### src/rtl/sh4a_fetch.sv
// SH-4A instruction fetch stage.
// Fetches aligned 32-bit words and splits each into two 16-bit instructions,
// low halfword first. The instructions are held in a small prefetch queue and
// handed to decode over a valid/ready handshake. Branch redirects flush the
// queue and squash any fetch that is still in flight.
module sh4a_fetch #(
  parameter logic [31:0] RESET_PC    = 32'hA000_0000,
  parameter int unsigned QUEUE_DEPTH = 4
) (
  input  logic        clk,
  input  logic        reset,
  output logic        mem_req,
  output logic [31:0] mem_addr,
  input  logic        mem_ack,
  input  logic [31:0] mem_rdata,
  input  logic        redirect,
  input  logic [31:0] redirect_pc,
  output logic [15:0] insn,
  output logic [31:0] insn_pc,
  output logic        insn_valid,
  input  logic        insn_ready
);

  localparam int PTR_W = $clog2(QUEUE_DEPTH);
  localparam int CNT_W = PTR_W + 1;
  localparam logic [CNT_W-1:0] DEPTH_C = CNT_W'(QUEUE_DEPTH);

  localparam logic [1:0] IDLE = 2'd0;
  localparam logic [1:0] WAIT = 2'd1;
  localparam logic [1:0] DROP = 2'd2;

  logic [1:0]       state;
  logic [31:0]      fetch_pc;
  logic [31:0]      redirect_pc_even;

  logic [15:0]      q_insn [QUEUE_DEPTH];
  logic [31:0]      q_pc   [QUEUE_DEPTH];
  logic [PTR_W-1:0] head;
  logic [PTR_W-1:0] tail;
  logic [PTR_W-1:0] tail_plus1;
  logic [CNT_W-1:0] count;

  logic [CNT_W-1:0] free_slots;
  logic             can_fetch;
  logic             accept;
  logic             pop;
  logic [1:0]       push_n;
  logic [15:0]      push0_insn;
  logic [15:0]      push1_insn;
  logic [31:0]      push0_pc;
  logic [31:0]      push1_pc;

  // Bit 0 of a redirect target is dropped; halfword alignment is implied.
  logic unused_bits;
  assign unused_bits      = redirect_pc[0];
  assign redirect_pc_even = {redirect_pc[31:1], 1'b0};

  // Head of the queue drives decode; an empty queue presents zeros.
  assign insn_valid = (count != '0);
  assign insn       = insn_valid ? q_insn[head] : 16'h0000;
  assign insn_pc    = insn_valid ? q_pc[head]   : 32'h0000_0000;

  // Push/pop decisions and the halfwords pushed for an accepted fetch.
  // NOTE: every always_comb output gets a default first so no path leaves it
  // unassigned, which would otherwise infer a latch.
  always_comb begin
    free_slots = DEPTH_C - count;
    can_fetch  = (free_slots >= CNT_W'(2));
    accept     = (state == WAIT) && mem_ack && !redirect;
    pop        = insn_valid && insn_ready && !redirect;
    tail_plus1 = tail + PTR_W'(1);
    push_n     = 2'd0;
    push0_insn = mem_rdata[15:0];
    push0_pc   = fetch_pc;
    push1_insn = mem_rdata[31:16];
    push1_pc   = fetch_pc + 32'd2;
    if (accept) begin
      if (!fetch_pc[1]) begin
        push_n = 2'd2;
      end else begin
        // Mid-word target: only the upper halfword belongs to the stream.
        push_n     = 2'd1;
        push0_insn = mem_rdata[31:16];
      end
    end
  end

  // Fetch FSM: issues one request at a time and tracks the next fetch PC.
  // NOTE: sequential state uses non-blocking assignments so every register
  // samples the pre-edge values of the others, independent of block order.
  always_ff @(posedge clk or negedge reset) begin
    if (!reset) begin
      state    <= IDLE;
      mem_req  <= 1'b0;
      mem_addr <= {RESET_PC[31:2], 2'b00};
      fetch_pc <= {RESET_PC[31:1], 1'b0};
    end else begin
      case (state)
        IDLE: begin
          if (redirect) begin
            fetch_pc <= redirect_pc_even;
          end else if (can_fetch) begin
            mem_req  <= 1'b1;
            mem_addr <= {fetch_pc[31:2], 2'b00};
            state    <= WAIT;
          end
        end
        WAIT: begin
          if (redirect) begin
            fetch_pc <= redirect_pc_even;
            if (mem_ack) begin
              mem_req <= 1'b0;
              state   <= IDLE;
            end else begin
              // The request cannot be withdrawn; wait out its ack and discard it.
              state <= DROP;
            end
          end else if (mem_ack) begin
            mem_req  <= 1'b0;
            state    <= IDLE;
            fetch_pc <= fetch_pc + (fetch_pc[1] ? 32'd2 : 32'd4);
          end
        end
        DROP: begin
          if (redirect) begin
            fetch_pc <= redirect_pc_even;
          end
          if (mem_ack) begin
            mem_req <= 1'b0;
            state   <= IDLE;
          end
        end
        default: begin
          mem_req <= 1'b0;
          state   <= IDLE;
        end
      endcase
    end
  end

  // Queue pointers and occupancy; a redirect empties the queue outright.
  always_ff @(posedge clk or negedge reset) begin
    if (!reset) begin
      head  <= '0;
      tail  <= '0;
      count <= '0;
    end else if (redirect) begin
      head  <= '0;
      tail  <= '0;
      count <= '0;
    end else begin
      head  <= head + PTR_W'(pop);
      tail  <= tail + PTR_W'(push_n);
      count <= count + CNT_W'(push_n) - CNT_W'(pop);
    end
  end

  // Queue storage writes at the tail.
  // NOTE: the storage array has no reset; occupancy alone decides which
  // entries are meaningful, and the outputs are gated while the queue is empty.
  always_ff @(posedge clk) begin
    if (push_n != 2'd0) begin
      q_insn[tail] <= push0_insn;
      q_pc[tail]   <= push0_pc;
    end
    if (push_n == 2'd2) begin
      q_insn[tail_plus1] <= push1_insn;
      q_pc[tail_plus1]   <= push1_pc;
    end
  end

endmodule

### config.mk
export PLATFORM = sky130hd
export DESIGN_NAME = sh4a_fetch
export DESIGN_NICKNAME = d
export VERILOG_FILES = /design/src/rtl/sh4a_fetch.sv
export SDC_FILE = /design/constraint.sdc
export NUM_CORES = 1
export LEC_CHECK = 0
export BUFFER_PORTS_ARGS = -buffer_cell sky130_fd_sc_hd__buf_4
export CAP_MARGIN = 15
export CORE_MARGIN = 4
export CORE_UTILIZATION = 29
export DETAILED_ROUTE_END_ITERATION = 6
export MAX_ROUTING_LAYER = met4
export SETUP_SLACK_MARGIN = 0.1
export SYNTH_ARGS = -nofsm -noshare
export SYNTH_HDL_FRONTEND = slang
export SYNTH_SLANG_ARGS = --single-unit
export TNS_END_PERCENT = 20
### constraint.sdc
create_clock -name clk -period 5.15 [get_ports clk]
set_clock_uncertainty 0.15 [all_clocks]
set_input_delay 1.03 -clock clk [delete_from_list [all_inputs] [get_ports clk]]
set_output_delay 1.03 -clock clk [all_outputs]
set_load 0.02 [all_outputs]
==> impl_metrics.csv, run 1 <==
group,metric,value,unit
timing,maxSlewViolCount,0,
setup_path,r2r_start,"fetch_pc[1]",
final_layout,diodes,0,
setup_path,path_cells,"buf_4, mux4_2, and2_1, buf_4",
final_layout,fillers,4374,
worst_hold_path,hold_start,"mem_addr[18]",
global_route,grtUsageTotal,14.3,%
clock_tree,cts_setup_buffers,0,
final_layout,syn_to_final_growth,19.0,%
timing,slew_headroom,32.0,%
place,hpwlAfterDp,23400,um
floorplanning,rows,77,
floorplanning,io_pins,151,
final_layout,fin_nets,1178,
place,dp.cells,1653,
route,drc,0,
route,initialDrtViolationCount,548,
setup_path,critical_path_required,3970,ps
yosys,synthTopCellsByCount,"edfxtp_1 (188), nand2_1 (92), clkbuf_1 (91)",
global_route,grt_pass1_wl,53800,um
floorplanning,die_area,49000,um^2
global_route,gr-total-overflow,0,
route,dr_total_vias,8383,
floorplanning,coreArea,44600,um^2
timing,setup_ws,1170,ps
timing,tns,0,ps
timing,finalHoldViolCount,0,
place,place.gp.congestion,0.827,
yosys,ys.flop_type,"edfxtp_1",
route,ant_nets,0,
timing,worstMarginPinSlew,1020,ps
route,drt-met1-wl,15700,um
clock_tree,tritoncts,"built",
yosys,synth_enable_flop_cells,188,
clock_tree,numCtsBuffers,30,
floorplanning,die_w,221,um
yosys,synthCells,1028,
global_route,grt_max_degree,72,
yosys,yosysSeqAreaShare,56.2,%
clock_tree,cts_resized,0,
power,power_density,529,nW/um^2
power,p_leak,5.50,nW
yosys,async_flop_share,27.4,%
setup_path,r2r_cells,7,
setup_path,cp_slowest_stage_delay,1000,ps
route,wl_met3,1910,um
global_route,grt_pass1_vias,8691,
setup_path,rrSetupSlack,1990,ps
setup_path,arrival,2800,ps
yosys,yosysTopAreaCell,"edfxtp_1",
yosys,synth_top_area_share,42.7,%
timing,whs,356,ps
setup_path,r2r-end,"fetch_pc[28]",
setup_path,criticalPathCategory,"reg2out",
setup_path,start_kind,"flop",
yosys,syn-cell-area,13200,um^2
floorplanning,die_h,221,um
route,via_per_inst,4.91,
route,wl_met2,16400,um
setup_path,critPathMostFrequentCell,"buf_4",
place,port_buffers,146,
clock_tree,cts_sinks,259,
job,maxCapViolations,0,
clock_tree,cts-root-buf,"clkbuf_16",
yosys,ys_warn_count,0,
yosys,ys_ff_latch,259,
route,post_drt_wl_per_cell,20.4,um
clock_tree,path_clk_slew,60,ps
clock_tree,clockBufferDepth,3,
yosys,ys_types,65,
timing,setup_violations,0,
setup_path,cp-end-kind,"output port",
timing,rsz0062_at_grt,"no",
timing,period_minus_slack,3980,ps
clock_tree,cts-htree-levels,1,
power,ir_worst_vdd,0.273,mV
worst_hold_path,min_path_cells,1,
yosys,yosys-top-cells-area,"edfxtp_1 (43%), dfrtp_1 (13%), mux4_2 (8.0%)",
timing,finalCritPeriodShare,77.2,%
clock_tree,cts-hold-fix-buffers,0,
route,highest_layer,"met4",
place,dp_slack,1460,ps
final_layout,finalNonFillerCells,1709,
final_layout,drive_gt1_share,30.9,%
floorplanning,start_util,29.6,%
setup_path,crit_fanout,38,
status,outcome,"completed",
timing,max_freq,252,MHz
route,wl,34800,um
route,drt-pass1-iter-count,5,
global_route,antenna_found_initial,2,
worst_hold_path,hp-class,"reg2reg",
yosys,avgSynthCellArea,12.9,um^2
worst_hold_path,min_to,"mem_addr[18]",
clock_tree,worstSkewPairLatency,580,ps
power,power.total,0.00831,W
setup_path,slowest_stage,"dfrtp_4",
yosys,synth_most_common_cell,"edfxtp_1",
## layout by cell type (no fill, tap or decap), drive strengths merged, types with 15 or more instances in the layout
master	count
nand3	31
edfxtp	188
nand2	92
xnor2	62
and2	53
clkbuf	37
nor2	48
mux2	94
mux4	47
a21oi	28
o21ai	25
nand4	16
buf	163
dfrtp	67
ha	15
inv	20
## layer usage
layer / vias up / track usage [%]
li1: 3856 / -
met1: 4226 / 19.3
met2: 250 / 22.8
met3: 51 / 2.28
met4: 0 / 3.62
met5: - / -
## stage by stage
step | utilization [%] | instance area, um^2
floorplan | - | 13200
global placement | 32.9 | 14700
detailed placement | 32.9 | 14700
CTS | 35.2 | 15700
global route | 35.2 | 15700
finish | 35.2 | 15700
## cell families (layout without fill, tap and decap cells)
group	count (synthesis)	in the layout	share of synthesized area, %
flip-flops	259	259	56.2
adder cells (fa/ha/maj)	16	16	1.57
other	1	3	0.0284
multiplexers	141	141	16.0
buffers and inverters	152	239	4.82
XOR/XNOR	66	66	4.38
AND/OR/NAND/NOR	285	285	11.6
AO/OA/AOI/OAI	108	108	5.36
## registers in the layout (all words and copies together) (netlist names)
name and count:
fetch_pc 31, head 2, q_insn 64, count 3, q_pc 124, state 2, mem_addr 30, mem_req 1
tail 2
## where the power goes
group	internal, W	switching, W	leakage, nW
combinational	0.00127	0.00146	2.47
clock	0.00137	0.000860	0.495
sequential	0.00274	0.000612	2.53
## worst max path at each step
stage | startpoint | slack, ps | end
floorplan | redirect | 660 | q_insn[2][0]
global placement | redirect | 1430 | count[2]
detailed placement | redirect | 1460 | count[2]
CTS | head[0] | 1090 | insn[12]
global route | head[0] | 990 | insn[12]
finish | head[0] | 1170 | insn[12]
## layout make-up
cell class,instances,area (um^2),area share (%)
well taps,592,741,4.71
multi-input cells,619,5200,33.1
flip-flops and latches,259,7430,47.3
inverters,20,75.1,0.478
repair buffers,163,1240,7.87
clock buffers,37,777,4.94
clock inverters,19,253,1.61
## critical path, delay by kind of cell, from the launching register on
| family | cells | cell delay (ps) |
|---|---|---|
| muxes | 1 | 520 |
| and+or+nand+nor | 1 | 180 |
| DFF | 1 | 1000 |
| buffers and inverters | 2 | 490 |
Power figures use the tool's default switching activity.
==> run 2: changes to the inputs <==
==> constraint.sdc (replaced) <==
create_clock -name clk -period 3.2 [get_ports clk]
set_clock_uncertainty 0.15 [all_clocks]
set_input_delay 0.64 -clock clk [delete_from_list [all_inputs] [get_ports clk]]
set_output_delay 0.64 -clock clk [all_outputs]
set_load 0.02 [all_outputs]
==> run 2 against run 1 <==
Final area increased by 2.1%. Combinational power grew 82%. Flip-flop and latch count is the same. Utilization is 0.74 points higher. Die area unchanged. Global-route usage grew 0.40 points. Cell count grew 1.8%. Wire length increased by 3.4%. Sequential power up 53%. Clock power increased by 57%. Largest cell class unchanged. Highest routed layer unchanged.
==> impl_metrics.csv, run 2 (same netlist as run 1, synthesis figures left out) <==
group,metric,value,unit
place,port_buffers,146,
route,via_per_inst,4.94,
clock_tree,cts_sinks,259,
final_layout,regMostFlops,"q_pc",
power,power_density,848,nW/um^2
global_route,gr-total-overflow,0,
global_route,grt_pass1_wl,55100,um
setup_path,cp-end-kind,"output port",
setup_path,cp-endpoint,"insn_pc[12]",
power,p_leak,5.68,nW
global_route,antenna_found_initial,0,
clock_tree,cts-htree-levels,1,
timing,maxSlewViolCount,0,
setup_path,criticalPathCategory,"reg2out",
route,drt-pass1-iter-count,5,
route,dr_total_vias,8598,
route,drc,0,
timing,rsz0062_at_grt,"yes",
power,ir_worst_vdd,0.437,mV
clock_tree,tritoncts,"built",
final_layout,largestRegisters,"q_pc: 124 flops, q_insn: 64 flops, fetch_pc: 31 flops",
timing,max_freq,331,MHz
final_layout,final_common_cell,"edfxtp_1",
setup_path,r2r-end,"fetch_pc[28]",
place,place.gp.congestion,0.852,
timing,setup_violations,0,
floorplanning,rows,77,
job,maxCapViolations,0,
clock_tree,worstSkewPairLatency,570,ps
route,ant_nets,0,
timing,finalCritPeriodShare,94.4,%
setup_path,cp-startpoint,"head[0]",
timing,period_minus_slack,3020,ps
floorplanning,start_util,29.6,%
clock_tree,clockBufferDepth,3,
place,hpwlAfterDp,24300,um
timing,whs,162,ps
final_layout,syn_to_final_growth,21.4,%
worst_hold_path,hp-class,"in2reg",
route,post_drt_wl_per_cell,20.7,um
clock_tree,numCtsBuffers,30,
final_layout,fin_nets,1211,
final_layout,largest_reg_flops,124,
setup_path,start_kind,"flop",
place,dp.cells,1681,
final_layout,diodes,0,
floorplanning,coreArea,44600,um^2
timing,finalHoldViolCount,0,
floorplanning,io_pins,151,
floorplanning,die_h,221,um
setup_path,critical_path_required,2410,ps
final_layout,finalNonFillerCells,1740,
setup_path,arrival,2230,ps
global_route,grt_max_degree,49,
final_layout,layout_common_cells,"edfxtp_1 (188), buf_4 (185), nand2_1 (92)",
timing,worstMarginPinSlew,670,ps
global_route,grtUsageTotal,14.7,%
setup_path,r2r_cells,7,
setup_path,rrSetupSlack,430,ps
setup_path,r2r_start,"fetch_pc[1]",
route,initialDrtViolationCount,677,
timing,slew_headroom,55.0,%
final_layout,drive_gt1_share,33.0,%
route,wl,35900,um
clock_tree,path_clk_slew,60,ps
global_route,grt_pass1_vias,8777,
status,outcome,"completed",
setup_path,crit_fanout,19,
clock_tree,cts-root-buf,"clkbuf_16",
floorplanning,die_w,221,um
floorplanning,die_area,49000,um^2
==> run 2: cell count changes in the layout (fill, tap and decap cells not counted), sizes merged <==
cell,change
buf,+32
bufinv,-1
clkbuf,-2
clkinvlp,+1
dlygate4sd3,+1
==> run 2: worst min path at each step <==
stage,startpoint,to,cells past startpoint
after floorplan,reset,count[0],0
after detailed placement,mem_req,mem_req,1
after global routing,redirect_pc[28],fetch_pc[28],2
final,redirect_pc[28],fetch_pc[28],2
after global placement,mem_addr[3],mem_addr[3],1
after CTS,redirect_pc[26],fetch_pc[26],3
==> run 2: critical path: stages, from the launching register on <==
cell     delay [ps]
dfrtp_4         490
buf_12          230
mux4_2          600
and2_1          190
buf_4           150
==> run 2: layout make-up <==
class                   count  area, um^2
clock inverters            19         235
multi-input cells         619        5200
repair buffers            196        1590
clock buffers              35         769
fillers                  4301       28600
inverters                  20        75.1
flip-flops and latches    259        7430
well taps                 592         741
==> run 2: per-stage QoR <==
| step | instance area (um^2) | setup TNS, ps | setup slack, ps | utilization (%) | power [W] |
|---|---|---|---|---|---|
| after detailed placement | 15000 | 0 | 352 | 33.6 | 0.0102 |
| final | 16000 | 0 | 181 | 36.0 | 0.0136 |
| after floorplan | 13200 | -72460 | -580 | - | 0.00831 |
| after global placement | 15000 | 0 | 410 | 33.6 | 0.0101 |
| after CTS | 16000 | 0 | 56.4 | 36.0 | 0.0138 |
| after global routing | 16000 | 0 | 69.5 | 36.0 | 0.0143 |
==> run 2: timing repair <==
action	in CTS	in global routing
hold buffers	1	0
buffers inserted	4	0
resized for setup	0	1
gates cloned	0	0
endpoints found under the setup margin	34	23
endpoints found under the hold margin	42	0
==> run 2: routing by layer <==
layer	up-vias	wire (um)	track usage, %
li1	3929	-	-
met1	4325	16300	19.8
met2	274	16600	22.7
met3	70	1980	2.72
met4	0	1110	4.56
met5	-	0	-
==> run 2: power by group <==
part	leakage, nW	switching, W	internal, W	total (W)
sequential	2.53	0.000702	0.00442	0.00512
combinational	2.67	0.00273	0.00225	0.00498
clock	0.485	0.00138	0.00212	0.00349
total	5.68	0.00481	0.00879	0.0136
==> run 3: changes to the inputs <==
--- a/config.mk
+++ b/config.mk
@@ -10,6 +10,8 @@
 export CORE_MARGIN = 4
 export CORE_UTILIZATION = 29
 export DETAILED_ROUTE_END_ITERATION = 6
+export GPL_ROUTABILITY_DRIVEN = 0
+export GPL_TIMING_DRIVEN = 0
 export MAX_ROUTING_LAYER = met4
 export SETUP_SLACK_MARGIN = 0.1
 export SYNTH_ARGS = -nofsm -noshare
==> run 3 against run 2 <==
The flow now stops in 5_2_route. Global-route usage rose by 0.99 points. Synthesized cell count did not move. Area after synthesis did not move.
==> impl_metrics.csv, run 3 <==
group,metric,value,unit
status,outcome,"aborted with a tool error",
status,failed_stage,"5_2_route",
status,error,"[ERROR DRT-0255] Maze Route cannot find path of net clk in worker of routeBox ( 193200 0 ) ( 221430 48300 ).",
clock_tree,cts-root-buf,"clkbuf_16",
global_route,grtUsageTotal,15.7,%
clock_tree,cts-htree-levels,1,
yosys,async_flop_share,27.4,%
global_route,gr-total-overflow,0,
floorplanning,rows,77,
floorplanning,die_w,221,um
yosys,ys_types,65,
clock_tree,cts-hold-fix-buffers,0,
floorplanning,io_pins,151,
clock_tree,cts_sinks,259,
place,post_dp_cell_area,15300,um^2
yosys,yosysSeqAreaShare,56.2,%
floorplanning,die_h,221,um
yosys,avgSynthCellArea,12.9,um^2
place,port_buffers,145,
global_route,grt_pass1_vias,9353,
clock_tree,numCtsBuffers,30,
yosys,yosys-top-cells-area,"edfxtp_1 (43%), dfrtp_1 (13%), mux4_2 (8.0%)",
timing,worst-ep-kind,"register input",
yosys,synthCells,1028,
yosys,ys_ff_latch,259,
yosys,synth_enable_flop_cells,188,
yosys,ys_warn_count,0,
floorplanning,start_util,29.6,%
global_route,grt_max_degree,72,
yosys,yosysTopAreaCell,"edfxtp_1",
yosys,ys.flop_type,"edfxtp_1",
yosys,synthTopCellsByCount,"edfxtp_1 (188), nand2_1 (92), clkbuf_1 (91)",
yosys,syn-cell-area,13200,um^2
global_route,antenna_found_initial,1,
timing,worst_endpoint,"fetch_pc[30]$_DFFE_PN0P_/D",
clock_tree,clockBufferDepth,3,
yosys,synth_most_common_cell,"edfxtp_1",
global_route,grt_pass1_wl,58200,um
yosys,synth_top_area_share,42.7,%
place,hpwlAfterDp,27300,um
run 3: cell counts after synthesis:
Identical to the previous run, type by type.
run 3: cell families after synthesis:
kind of cell	share of synthesized area (%)
buffers and inverters	4.82
flip-flops	56.2
AO/OA/AOI/OAI	5.36
multiplexers	16.0
adder cells (fa/ha/maj)	1.57
AND/OR/NAND/NOR	11.6
XOR/XNOR	4.38
other	0.0284
run 3: timing repair:
| item | CTS | global route |
|---|---|---|
| gates resized for setup | 30 | 5 |
| buffers inserted | 0 | 7 |
| setup endpoints to repair | 48 | 53 |
run 3: through the flow:
step                instances  hold WS [ps]  setup slack [ps]
floorplan                1030           194              -580
global placement         1767           328             -2930
detailed placement       1775           347              -157
CTS                      1831           121              32.1
global route             1839           149              8.30
run 3: routing by layer:
metal	GRT usage [%]
met4	3.56
met2	25.0
met5	-
met3	3.13
met1	20.9
==> run 4: changes to the inputs <==
--- a/config.mk
+++ b/config.mk
@@ -8,12 +8,11 @@
 export BUFFER_PORTS_ARGS = -buffer_cell sky130_fd_sc_hd__buf_4
 export CAP_MARGIN = 15
 export CORE_MARGIN = 4
-export CORE_UTILIZATION = 29
+export CORE_UTILIZATION = 20
 export DETAILED_ROUTE_END_ITERATION = 6
 export GPL_ROUTABILITY_DRIVEN = 0
 export GPL_TIMING_DRIVEN = 0
-export MAX_ROUTING_LAYER = met4
-export SETUP_SLACK_MARGIN = 0.1
+export PLACE_DENSITY_LB_ADDON = 0.15
 export SYNTH_ARGS = -nofsm -noshare
 export SYNTH_HDL_FRONTEND = slang
 export SYNTH_SLANG_ARGS = --single-unit
==> constraint.sdc (replaced) <==
create_clock -name clk -period 4.2 [get_ports clk]
set_clock_uncertainty 0.15 [all_clocks]
set_input_delay 0.84 -clock clk [delete_from_list [all_inputs] [get_ports clk]]
set_output_delay 0.84 -clock clk [all_outputs]
set_load 0.02 [all_outputs]
==> run 4 against run 3 <==
The run now ends clean. Global-route usage shrank 3.1 points.
==> impl_metrics.csv, run 4 (same netlist as run 1, synthesis figures left out) <==
group,metric,value,unit
status,outcome,"completed",
global_route,gr-total-overflow,0,
final_layout,post-route-util,26.0,%
route,highest_layer,"met4",
place,dp.cells,2042,
clock_tree,cts_setup_buffers,0,
setup_path,arrival,2910,ps
floorplanning,rows,93,
final_layout,fillers,6812,
setup_path,critical_path_required,3210,ps
power,power.total,0.0110,W
clock_tree,cts-root-buf,"clkbuf_16",
timing,finalCritPeriodShare,92.8,%
route,via_per_inst,4.19,
floorplanning,die_h,265,um
timing,period_minus_slack,3900,ps
clock_tree,numCtsBuffers,36,
clock_tree,clockBufferDepth,3,
power,ir_worst_vdd,0.204,mV
timing,setup_violations,0,
timing,finalHoldViolCount,0,
timing,whs,18.6,ps
timing,slew_headroom,38.1,%
clock_tree,cts-htree-levels,2,
timing,worstMarginPinSlew,920,ps
worst_hold_path,hp-class,"in2async",
setup_path,r2r_start,"count[0]",
setup_path,start_kind,"flop",
floorplanning,io_pins,151,
timing,maxSlewViolCount,0,
final_layout,final_cell_area,16900,um^2
place,hpwlAfterDp,31400,um
global_route,grt_pass1_wl,65300,um
floorplanning,die_w,265,um
clock_tree,path_clk_slew,50,ps
final_layout,syn_to_final_growth,27.8,%
clock_tree,cts_resized,0,
job,maxCapViolations,0,
final_layout,layout_common_cells,"edfxtp_1 (188), buf_4 (153), clkbuf_1 (100)",
setup_path,r2r_cells,13,
global_route,grtUsageTotal,12.6,%
clock_tree,cts-hold-fix-buffers,0,
clock_tree,cts_sinks,259,
clock_tree,tritoncts,"built",
timing,max_freq,256,MHz
global_route,grt_pass1_vias,9320,
route,wl,44900,um
route,wl_met3,1990,um
route,ant_nets,0,
power,p_leak,5.88,nW
final_layout,drive_gt1_share,30.9,%
route,dr_total_vias,8839,
global_route,antenna_found_initial,1,
setup_path,crit_fanout,10,
floorplanning,die_area,70200,um^2
route,drt-met1-wl,21200,um
final_layout,fin_nets,1310,
final_layout,finalNonFillerCells,2109,
route,initialDrtViolationCount,545,
setup_path,criticalPathCategory,"reg2out",
clock_tree,worstSkewPairLatency,540,ps
final_layout,largestRegisters,"q_pc: 124 flops, q_insn: 64 flops, fetch_pc: 31 flops",
timing,rsz0062_at_grt,"no",
place,post_dp_cell_area,15700,um^2
place,port_buffers,145,
power,power_density,652,nW/um^2
setup_path,r2r-end,"count[2]",
route,post_drt_wl_per_cell,21.3,um
floorplanning,coreArea,64900,um^2
route,drc,0,
setup_path,cp-end-kind,"output port",
final_layout,final_common_cell,"edfxtp_1",
setup_path,rrSetupSlack,1030,ps
route,drt-pass1-iter-count,5,
floorplanning,start_util,20.3,%
route,wl_met2,20900,um
final_layout,regMostFlops,"q_pc",
final_layout,largest_reg_flops,124,
global_route,grt_max_degree,72,
==> run 4: cell type report <==
| cell class | instances | area, um^2 | area share, % |
|---|---|---|---|
| clock buffers | 51 | 1020 | 6.03 |
| repair buffers | 158 | 1390 | 8.24 |
| flip-flops and latches | 259 | 7430 | 44.0 |
| well taps | 855 | 1070 | 6.34 |
| multi-input cells | 619 | 5190 | 30.7 |
| plain buffers | 131 | 558 | 3.31 |
| diodes | 1 | 2.50 | 0.0148 |
| clock inverters | 15 | 149 | 0.882 |
| inverters | 20 | 75.1 | 0.445 |
==> run 4: how the worst max path moves through the flow <==
stage               startpoint      endpoint  slack (ps)  depth (start not counted)
finish                count[0]   insn_pc[15]         300                          8
global route          count[0]   insn_pc[15]           9                          8
CTS                   count[0]   insn_pc[15]          30                          8
detailed placement     head[1]   insn_pc[11]         540                          5
global placement      redirect   q_pc[2][13]       -3500                          4
floorplan             redirect  q_insn[2][0]        -100                          4
==> run 4: worst max-delay path, cell delays in order, from the launching register on <==
cell      delay (ps)
dfrtp_1          340
inv_1             60
ha_1             200
ha_1             170
inv_1            200
clkbuf_1         540
clkbuf_1         440
and2_1           250
buf_4            160
==> run 4: per-layer routing <==
layer	global-route usage, %	up-vias
li1	-	4127
met3	2.08	42
met1	17.7	4457
met4	3.01	0
met5	0	-
met2	20.5	213
==> run 4: power by group <==
group | switching, W | internal (W)
logic | 0.00257 | 0.00177
clock network | 0.00121 | 0.00183
registers | 0.000255 | 0.00337
==> run 4: stage by stage <==
step / TNS, ps / worst slack [ps]
detailed placement: 0 / 543
finish: 0 / 301
CTS: 0 / 34.2
floorplan: -4480 / -95.3
global placement: -510230 / -3500
global route: 0 / 8.82
